[src/rtl/regfile_pkg.sv]
// Shared register-file constants and the write-port snoop bundle.
package regfile_pkg;

  localparam int unsigned RF_DATA_W   = 32;
  localparam int unsigned RF_ADDR_W   = 5;
  localparam int unsigned RF_NUM_REGS = 2 ** RF_ADDR_W;

  // Write-port view shared by the write side and any reader that snoops it.
  typedef struct packed {
    logic                 en;
    logic [RF_ADDR_W-1:0] addr;
    logic [RF_DATA_W-1:0] data;
  } wr_snoop_t;

endpackage

[src/rtl/regfile_fwd_mux.sv]
// Read-data select: hard-wired zero, then same-edge write forward, then array.
module regfile_fwd_mux #(
  parameter int unsigned DATA_W  = 32,
  parameter int unsigned ADDR_W  = 5,
  parameter bit          ZERO_R0 = 1'b1
) (
  input  logic [ADDR_W-1:0] addr_i,
  input  logic              wr_en_i,
  input  logic [ADDR_W-1:0] wr_addr_i,
  input  logic [DATA_W-1:0] wr_data_i,
  input  logic [DATA_W-1:0] rf_data_i,
  output logic [DATA_W-1:0] data_o_c
);

  // Zero register wins over a forwarded write so index 0 never reads non-zero.
  always_comb begin
    data_o_c = rf_data_i;
    if (ZERO_R0 && (addr_i == '0)) begin
      data_o_c = '0;
    end else if (wr_en_i && (wr_addr_i == addr_i)) begin
      data_o_c = wr_data_i;
    end
  end

endmodule

[src/rtl/regfile_rd_port.sv]
// Two-stage read port: address stage A drives the array, response stage R
// snapshots the word and holds it until the consumer takes it.
module regfile_rd_port
  import regfile_pkg::*;
#(
  parameter int unsigned DATA_W  = RF_DATA_W,
  parameter int unsigned ADDR_W  = RF_ADDR_W,
  parameter bit          ZERO_R0 = 1'b1,
  parameter int unsigned CNT_W   = 16
) (
  input  logic              i_CLK,
  input  logic              i_ASRST,
  input  logic              i_REQ_VALID,
  output logic              o_REQ_READY,
  input  logic [ADDR_W-1:0] i_REQ_ADDR,
  output logic [ADDR_W-1:0] o_RF_ADDR,
  input  logic [DATA_W-1:0] i_RF_DATA,
  input  logic              i_WR_EN,
  input  logic [ADDR_W-1:0] i_WR_ADDR,
  input  logic [DATA_W-1:0] i_WR_DATA,
  output logic              o_RSP_VALID,
  input  logic              i_RSP_READY,
  output logic [DATA_W-1:0] o_RSP_DATA,
  output logic [ADDR_W-1:0] o_RSP_ADDR,
  output logic [CNT_W-1:0]  o_RD_CNT
);

  localparam logic [CNT_W-1:0] CNT_MAX = {CNT_W{1'b1}};

  logic              a_valid_q,   a_valid_d;
  logic [ADDR_W-1:0] a_addr_q,    a_addr_d;
  logic              rsp_valid_q, rsp_valid_d;
  logic [DATA_W-1:0] rsp_data_q,  rsp_data_d;
  logic [ADDR_W-1:0] rsp_addr_q,  rsp_addr_d;
  logic [CNT_W-1:0]  cnt_q,       cnt_d;

  logic              advance_c;
  logic              accept_c;
  logic              complete_c;
  logic [DATA_W-1:0] sel_data_c;

  regfile_fwd_mux #(
    .DATA_W  (DATA_W),
    .ADDR_W  (ADDR_W),
    .ZERO_R0 (ZERO_R0)
  ) u_fwd_mux (
    .addr_i    (a_addr_q),
    .wr_en_i   (i_WR_EN),
    .wr_addr_i (i_WR_ADDR),
    .wr_data_i (i_WR_DATA),
    .rf_data_i (i_RF_DATA),
    .data_o_c  (sel_data_c)
  );

  // Handshake terms; ready looks through a draining A stage for full throughput.
  always_comb begin
    advance_c   = a_valid_q && (!rsp_valid_q || i_RSP_READY);
    o_REQ_READY = !a_valid_q || advance_c;
    accept_c    = i_REQ_VALID && o_REQ_READY;
    complete_c  = rsp_valid_q && i_RSP_READY;
  end

  // Next state for both stages and the saturating completion counter.
  always_comb begin
    a_valid_d   = a_valid_q;
    a_addr_d    = a_addr_q;
    rsp_valid_d = rsp_valid_q;
    rsp_data_d  = rsp_data_q;
    rsp_addr_d  = rsp_addr_q;
    cnt_d       = cnt_q;

    if (accept_c) begin
      a_valid_d = 1'b1;
      a_addr_d  = i_REQ_ADDR;
    end else if (advance_c) begin
      a_valid_d = 1'b0;
    end

    if (advance_c) begin
      rsp_valid_d = 1'b1;
      rsp_data_d  = sel_data_c;
      rsp_addr_d  = a_addr_q;
    end else if (complete_c) begin
      rsp_valid_d = 1'b0;
    end

    if (complete_c && (cnt_q != CNT_MAX)) begin
      cnt_d = cnt_q + CNT_W'(1);
    end
  end

  // State registers; reset drops any in-flight request or response.
  always_ff @(posedge i_CLK or negedge i_ASRST) begin
    if (!i_ASRST) begin
      a_valid_q   <= 1'b0;
      a_addr_q    <= '0;
      rsp_valid_q <= 1'b0;
      rsp_data_q  <= '0;
      rsp_addr_q  <= '0;
      cnt_q       <= '0;
    end else begin
      a_valid_q   <= a_valid_d;
      a_addr_q    <= a_addr_d;
      rsp_valid_q <= rsp_valid_d;
      rsp_data_q  <= rsp_data_d;
      rsp_addr_q  <= rsp_addr_d;
      cnt_q       <= cnt_d;
    end
  end

  assign o_RF_ADDR   = a_addr_q;
  assign o_RSP_VALID = rsp_valid_q;
  assign o_RSP_DATA  = rsp_data_q;
  assign o_RSP_ADDR  = rsp_addr_q;
  assign o_RD_CNT    = cnt_q;

endmodule

[config.mk]
export PLATFORM = sky130hd
export DESIGN_NAME = regfile_rd_port
export DESIGN_NICKNAME = d
export VERILOG_FILES = /design/src/rtl/regfile_pkg.sv /design/src/rtl/regfile_fwd_mux.sv /design/src/rtl/regfile_rd_port.sv
export SDC_FILE = /design/constraint.sdc
export NUM_CORES = 1
export LEC_CHECK = 0
export BUFFER_PORTS_ARGS = -buffer_cell sky130_fd_sc_hd__buf_2
export CAP_MARGIN = 25
export CORE_MARGIN = 2
export CORE_UTILIZATION = 25
export DETAILED_ROUTE_END_ITERATION = 8
export PLACE_DENSITY_LB_ADDON = 0.08
export SLEW_MARGIN = 10
export SYNTH_ARGS = -nofsm -noshare
export SYNTH_HDL_FRONTEND = slang
export SYNTH_SLANG_ARGS = --single-unit
export TNS_END_PERCENT = 5
[constraint.sdc]
create_clock -name i_CLK -period 2.2 [get_ports i_CLK]
set_input_delay 0.44 -clock i_CLK [delete_from_list [all_inputs] [get_ports i_CLK]]
set_output_delay 0.44 -clock i_CLK [all_outputs]
set_load 0.01 [all_outputs]
[After elaboration in Yosys (flattened, before gate mapping)]
Index checks and enable logic that the tools add are counted.
Widths: inputs -> output; s select.
Operators by class
  add/sub/neg operators: 1
  multipliers: 0
  divide/modulo/power cells: 0
  order comparisons: 0
  equal/unequal tests: 2
  shift operators: 0
  mux-type cells: 6
  bitwise gates (word level): 0
  reduce and logical (&&, ||, !) cells: 12
Operators with widths (count)
  $mux 32: 2
  $add 16x1->16 const B: 1
  $ne 16x16->1 const B: 1
  $eq 5x5->1: 1
  $logic_and 1x1->1: 5
  $logic_not 5->1: 1
  $mux 1: 4
  $reduce_bool 2->1: 2
  $logic_not 1->1: 2
  $logic_or 1x1->1: 2
Word-level totals
  bits in registers: 60
  latch bits: 0
  memory bits (writable): 0
  bits in read-only memories: 0
  output and inout port bits: 60
  memories: 0

[Longest topological paths before layout]
Gate-level depths: netlist of the first run.
  depth in word-level cells: 6
  gate-level depth with buffers: 7

[Cells and area by module]
From an unflattened synthesis of the first run, not the netlist that was laid out.
Second synthesis, totals
  cell total of the unflattened synthesis: 290
  area, all modules: 3076.7 um^2
Modules (own cells, without submodules)
  regfile_rd_port: times used 1, cells each 167, area an instance 2431.1 um^2
  regfile_fwd_mux: times used 1, cells each 123, area an instance 645.6 um^2

[Worst setup path after synthesis of the first run]
Ideal clock, no wire load.
  path type: register -> register
  start point: reg cnt_q[0], in the netlist o_RD_CNT[0]
  end point: reg cnt_q[1], in the netlist o_RD_CNT[1]
  arrival: 1689 ps
  slack: 386 ps
  cell stages (with the launch flop): 6
  path buffers: 0
  path through: dfrtp_1 > ha_1 > and3_1 > nor3b_4 > a41oi_4 > mux2_4
On the way
  cells in the longest elaborated chain, start to end: 2
  elaborated cells between the ends (all ways): 3
  classes of those cells: 1 x add/sub; 1 x eq/ne; 1 x reduce/logical
Ends and longest elaborated chain
  start, declared: line regfile_rd_port.sv:35  | logic [CNT_W-1:0] cnt_q, cnt_d;
  start signal, assigned: line regfile_rd_port.sv:107  | cnt_q <= cnt_d;
  branches (longest 2 deep; another with $add 16x1->16)
Parallel ways; which one is timed is not known.
A chain may end at the register's enable or synchronous reset.

[Final worst setup path of the first run]
Same ends and word-level chain as after synthesis.

==> run metrics, run 1 <==
Seq/Total Area, Yosys slightly above 50%; max frequency approximately 530 MHz; DR pass1 iterations 4; Horiz. Die Dim about 110 µm; initial antenna violation count 0; gr ovfl total 0; IO Count around 140; element type at the critical path start flop; DR vias ~2,300; Placed Area about 0.0038 mm²; status finished, final reports clean; # resized after CTS 0; number of synthesis warnings 0; syn_nets 317; Iteration-0 DRC Markers between 50 and 60; Tcrit/Tclk final about 86%; CTS buffer count 9; Starting Density between 20% and 30%; Inst Count DP ~510; Final Max Slew Viols 0; CP max-delay cell dfrtp_1; H-tree levels 3; CTS Sinks 60; CTS tree yes; commonest non-fill, non-tap cell in the layout buf_2; Critical path buffers and inverters 0; area grow syn2layout 39.8%; worst relative slew slack between 60% and 70%; final WL 7.56 mm; Crit. End Element flop; Reg2Reg Capture Point o_RD_CNT[1]$_DFFE_PN0P_; Yosys reg bits 60; Mapped Cells 237; layout cell share with drive strength beyond 1 53.5%; total power per unit cell area approximately 940 mW/mm²; Rows 39; highest-count cells in the layout ignoring fill and taps buf_2, dfrtp_1, nand2_1; Setup Skew ~0.0085 ns; pre-CTS setup slack 0.247 ns; CTS clock-pin slew for the worst setup and hold paths 0.06 ns; clk buf depth 2; CP max FO 10; Core Util, Final 35.8%; Min-Delay Path Class in2async; Worst VDD drop 0.490 mV; Worst path top cell family by delay flip-flops; post-synth cell types 28; r2r setup slk around 0.3 ns; P_leak ~2 nW; unrepaired setup endpoints after global routing no; largest net degree at the start of global routing ~60; antenna viol nets, final 0; total track usage 12.2%; first-pass GRT wire length ~12 mm; final instance area ~0.004 mm²; core box area ~0.011 mm²; CP peak stage delay 0.43 ns; fin crit period around 1.9 ns; final hold vios 0; Via-to-Cell Ratio ~4.3; DIE AREA about 0.013 mm²; dpl hpwl between 5 and 6 mm; Worst-Skew Late Latency 0.32 ns; Mapped Area around 0.003 mm²; WP data required approximately 2.4 ns; post-route DRC violation count 0; r2r startpoint o_RD_CNT[0]$_DFFE_PN0P_; Setup violations, final 0; final setup TNS 0 ns; Arr. time, crit path around 2.1 ns; Buffers on Ports about 140; post-CTS setup repair buffer count 0; Worst Tran Pin Value roughly 0.59 ns; Final Non-Filler Cells 530; vias in the first global route approximately 2,400; Max Cap Viol 0; Worst Setup Path Type reg2reg; routability congestion estimate between 0.7 and 0.8; cts-stage hold buffer count 0; antenna cells 0; root buf cell clkbuf_16; final setup margin roughly 0.3 ns; routed len/inst ~14 µm; synthesized area per cell 12.3 µm²; Total Nets Final about 460; Reg2Reg Depth 5; die height 112 µm; worst path cell trace ha_1 -> and3_1 -> nor3b_4 -> a41oi_4 -> mux2_4
[routing by layer]
metal  routed length, µm  global-route usage, %  vias to the layer above
met4                  84                   4.63                        0
met2                3530                   19.1                       74
met3                 509                   4.21                        6
met1                3440                   15.7                     1075
met5                   0                      0                        -
li1                    -                      -                     1122
[cell families after synthesis]
kind of cell	Yosys count	synth area share, %
AND/OR/NAND/NOR	67	11.7
adder cells (fa/ha/maj)	1	0.428
XOR/XNOR	20	6.00
AO/OA/AOI/OAI	35	10.9
buffers and inverters	11	4.24
multiplexers	43	15.3
flip-flops	60	51.4
[synthesized netlist by cell type]
cell type / instances / share of area, %
a41oi_4: 1 / 0.94
and3_1: 4 / 0.86
and4_1: 2 / 0.60
buf_12: 3 / 2.1
buf_4: 1 / 0.26
buf_6: 4 / 1.5
clkbuf_1: 3 / 0.39
dfrtp_1: 60 / 51
ha_1: 1 / 0.43
mux2_2: 10 / 3.9
mux2_4: 1 / 0.51
mux2i_1: 32 / 11
nand2_1: 39 / 5.0
nand2b_1: 4 / 0.86
nand3_1: 5 / 0.86
nand3b_1: 1 / 0.26
nand4_1: 5 / 1.1
nand4_2: 1 / 0.43
nor2_1: 2 / 0.26
nor3b_2: 1 / 0.43
nor3b_4: 1 / 0.64
nor4_1: 1 / 0.21
o211ai_2: 1 / 0.43
o21ai_0: 3 / 0.51
o21ai_2: 30 / 9.0
or4_1: 1 / 0.26
xnor2_1: 13 / 3.9
xor2_1: 7 / 2.1
[cell type report]
type | instances | area, µm²
sequential | 60 | 1500
tap | 143 | 179
clock buffer | 11 | 243
fill | 1233 | 7330
clock inverter | 5 | 75.1
timing repair buffer | 145 | 781
multi-input combinational | 166 | 1310
[sequential cells by signal, summed over array words and instances (netlist names)]
name	count
o_RF_ADDR	5
o_RSP_VALID	1
o_RSP_ADDR	5
o_RD_CNT	16
a_valid_q	1
o_RSP_DATA	32
[how the worst max path moves through the flow]
stage                       startpoint  slack (ns)                         end  depth (start not counted)
3_3_place_gp              i_WR_ADDR[0]        0.25  o_RSP_DATA[16]$_DFFE_PN0P_                          7
5_1_grt        o_RD_CNT[0]$_DFFE_PN0P_        0.21     o_RD_CNT[6]$_DFFE_PN0P_                          6
3_5_place_dp              i_WR_ADDR[0]        0.25  o_RSP_DATA[12]$_DFFE_PN0P_                          7
2_1_floorplan  o_RD_CNT[0]$_DFFE_PN0P_        0.39     o_RD_CNT[1]$_DFFE_PN0P_                          5
6_report       o_RD_CNT[0]$_DFFE_PN0P_        0.31     o_RD_CNT[1]$_DFFE_PN0P_                          5
4_1_cts        o_RD_CNT[0]$_DFFE_PN0P_        0.29     o_RD_CNT[1]$_DFFE_PN0P_                          5
[worst reg2reg max path, stage by stage (launching register included)]
cell	delay (ns)
dfrtp_1	0.43
ha_1	0.24
and3_1	0.21
nor3b_4	0.17
a41oi_4	0.39
mux2_4	0.33
[power by group]
part,internal [mW],total (mW),switching (mW)
sequential,1.31,1.47,0.161
combinational,0.416,0.865,0.449
clock,1.02,1.49,0.479
total,2.74,3.83,1.09
[metrics by stage]
| stage | total power [mW] | hold WS [ns] |
|---|---|---|
| after floorplan | 1.95 | 0.144 |
| after global placement | 2.36 | 0.457 |
| after detailed placement | 2.37 | 0.461 |
| after CTS | 3.91 | 0.135 |
| after global routing | 4.06 | 0.157 |
| final | 3.83 | 0.116 |
(Power assumes the default switching activity.)
==> inputs of run 2 (changes only) <==
Settings changed: RECOVER_POWER from default to 50.
Clock period 2.2 ns to 1.77 ns, I/O delays scaled along.
==> run 2 against run 1 <==
  * Via count grew 3.7%
  * Worst setup slack got worse by 0.29 ns
  * Count of clock-buffer cells in the layout increased by 3
  * Critical path depth up 1
  * Die area unchanged
  * Critical path type unchanged
  * Highest routed layer unchanged
==> run metrics, run 2 (synthesized netlist as in run 1, its figures left out) <==
status finished, final reports clean; P_leak roughly 2 nW; Final Power approximately 4.6 mW; clk buf depth 2; Via-to-Cell Ratio around 4.3; total power per unit cell area 1090 mW/mm²; Worst-Skew Late Latency roughly 0.32 ns; core box area 0.0114 mm²; DR vias about 2,400; worst path cell trace xor2_1 -> nor4_1 -> and3_4 -> buf_12 -> mux2i_1 -> o21ai_2; Total Nets Final 480; H-tree levels 3; area grow syn2layout 45.4%; Final Max Slew Viols 0; Final Non-Filler Cells roughly 550; max frequency roughly 570 MHz; root buf cell clkbuf_16; routed len/inst 14.3 µm; antenna viol nets, final 0; total track usage between 10 and 15%; routability congestion estimate ~0.76; IO Count 139; Worst VDD drop ~0.59 mV; highest-count cells in the layout ignoring fill and taps buf_2, dfrtp_1, nand2_1; Crit. End Element flop; initial antenna violation count 0; unrepaired setup endpoints after global routing yes; Most Crowded Layer GR met2; Iteration-0 DRC Markers roughly 80; GRT met3 Usage roughly 3.2%; post-CTS setup repair buffer count 0; layout cell share with drive strength beyond 1 52.8%; WHS around 0.24 ns; first-pass GRT wire length roughly 12 mm; fin crit period about 1.7 ns; M2 GR Usage 18.7%; Rows 39; CTS buffer count 9; Starting Density approximately a quarter; vias in the first global route 2,297; final hold vios 0; Buffers on Ports roughly 140; CP max-delay cell dfrtp_1; element type at the critical path start flop; die height 112 µm; WP data required about 2.0 ns; worst relative slew slack 30.9%; Inst Count DP 530; final WL ~8 mm; largest net degree at the start of global routing 30; commonest non-fill, non-tap cell in the layout buf_2; DIE AREA between 0.01 and 0.015 mm²; DR pass1 iterations 4; Arr. time, crit path just under 2 ns; met1 usage 16.8%; CP max FO 15; Core Util, Final 37.2%; Worst Tran Pin Value 1.04 ns; gr ovfl total 0; antenna cells 0; Tcrit/Tclk final between 90% and 100%; Setup violations, final 0; Horiz. Die Dim 112 µm; post-route DRC violation count 0; Worst Setup Path Type reg2reg; Max Cap Viol 0; dpl hpwl 5.76 mm; max reg flops 32; Min-Delay Path Class in2reg; CTS tree yes; Setup Skew around 0.0077 ns; CP peak stage delay about 0.40 ns; CTS Sinks 60; CTS clock-pin slew for the worst setup and hold paths approximately 0.05 ns
run 2: path summary, 6_finish.rpt:
check / from / end / slack (ns) / cells past startpoint
worst min-delay path: i_REQ_VALID / a_valid_q$_DFFE_PN0P_ / 0.24 / 2
max in group asynchronous: i_ASRST / o_RD_CNT[0]$_DFFE_PN0P_ / 0.34 / 2
worst min register to register: o_RSP_DATA[25]$_DFFE_PN0P_ / o_RSP_DATA[25]$_DFFE_PN0P_ / 0.47 / 2
worst max register to register: o_RF_ADDR[0]$_DFFE_PN0P_ / o_RSP_DATA[14]$_DFFE_PN0P_ / 0.02 / 6
worst max-delay path: o_RF_ADDR[0]$_DFFE_PN0P_ / o_RSP_DATA[14]$_DFFE_PN0P_ / 0.02 / 6
min in group asynchronous: i_ASRST / o_RD_CNT[7]$_DFFE_PN0P_ / 0.74 / 2
run 2: stage by stage:
step / area (µm²) / setup WS [ns] / setup TNS (ns)
after detailed placement: 3920 / -0.0930 / -1.39
after floorplan: 2930 / 0.00355 / 0
after global placement: 3920 / -0.0596 / -0.575
after global routing: 4250 / -0.0632 / -0.926
final: 4250 / 0.0214 / 0
after CTS: 4210 / -0.0242 / -0.0661
run 2: power by group:
| group | switching [mW] | leakage, nW | internal, mW |
|---|---|---|---|
| Sequential | 0.140 | 0.744 | 1.63 |
| Clock | 0.589 | 0.137 | 1.02 |
| Combinational | 0.643 | 1.12 | 0.631 |
run 2: layer usage:
layer	share of wire (%)	vias to the layer above
met5	0	-
met4	1.4	0
met3	6.0	10
met2	48	78
met1	45	1110
li1	-	1163
run 2: what timing repair did:
item                                   in CTS  in global routing
gates cloned                                0                  1
endpoints found under the hold margin      13                  0
hold buffers                                1                  0
setup endpoints to repair                  12                 40
pin swaps                                   0                  1
resized for setup                           2                  6
run 2: area by class of cell:
| class | instances | area (µm²) |
|---|---|---|
| clock buffers | 14 | 264 |
| clock inverters | 2 | 10.0 |
| fillers | 1197 | 7170 |
| multi-input cells | 166 | 1340 |
| flip-flops and latches | 60 | 1500 |
| well taps | 143 | 179 |
| repair buffers | 163 | 947 |
run 2: critical path: cells and delay by family, from the launching register on:
family | cells | cell delay (ns)
AOI/OAI and AO/OA | 1 | 0.06
xor gates and xnor gates | 1 | 0.15
buffers and inverters | 1 | 0.19
DFF | 1 | 0.40
muxes | 1 | 0.27
and+or+nand+nor | 2 | 0.54
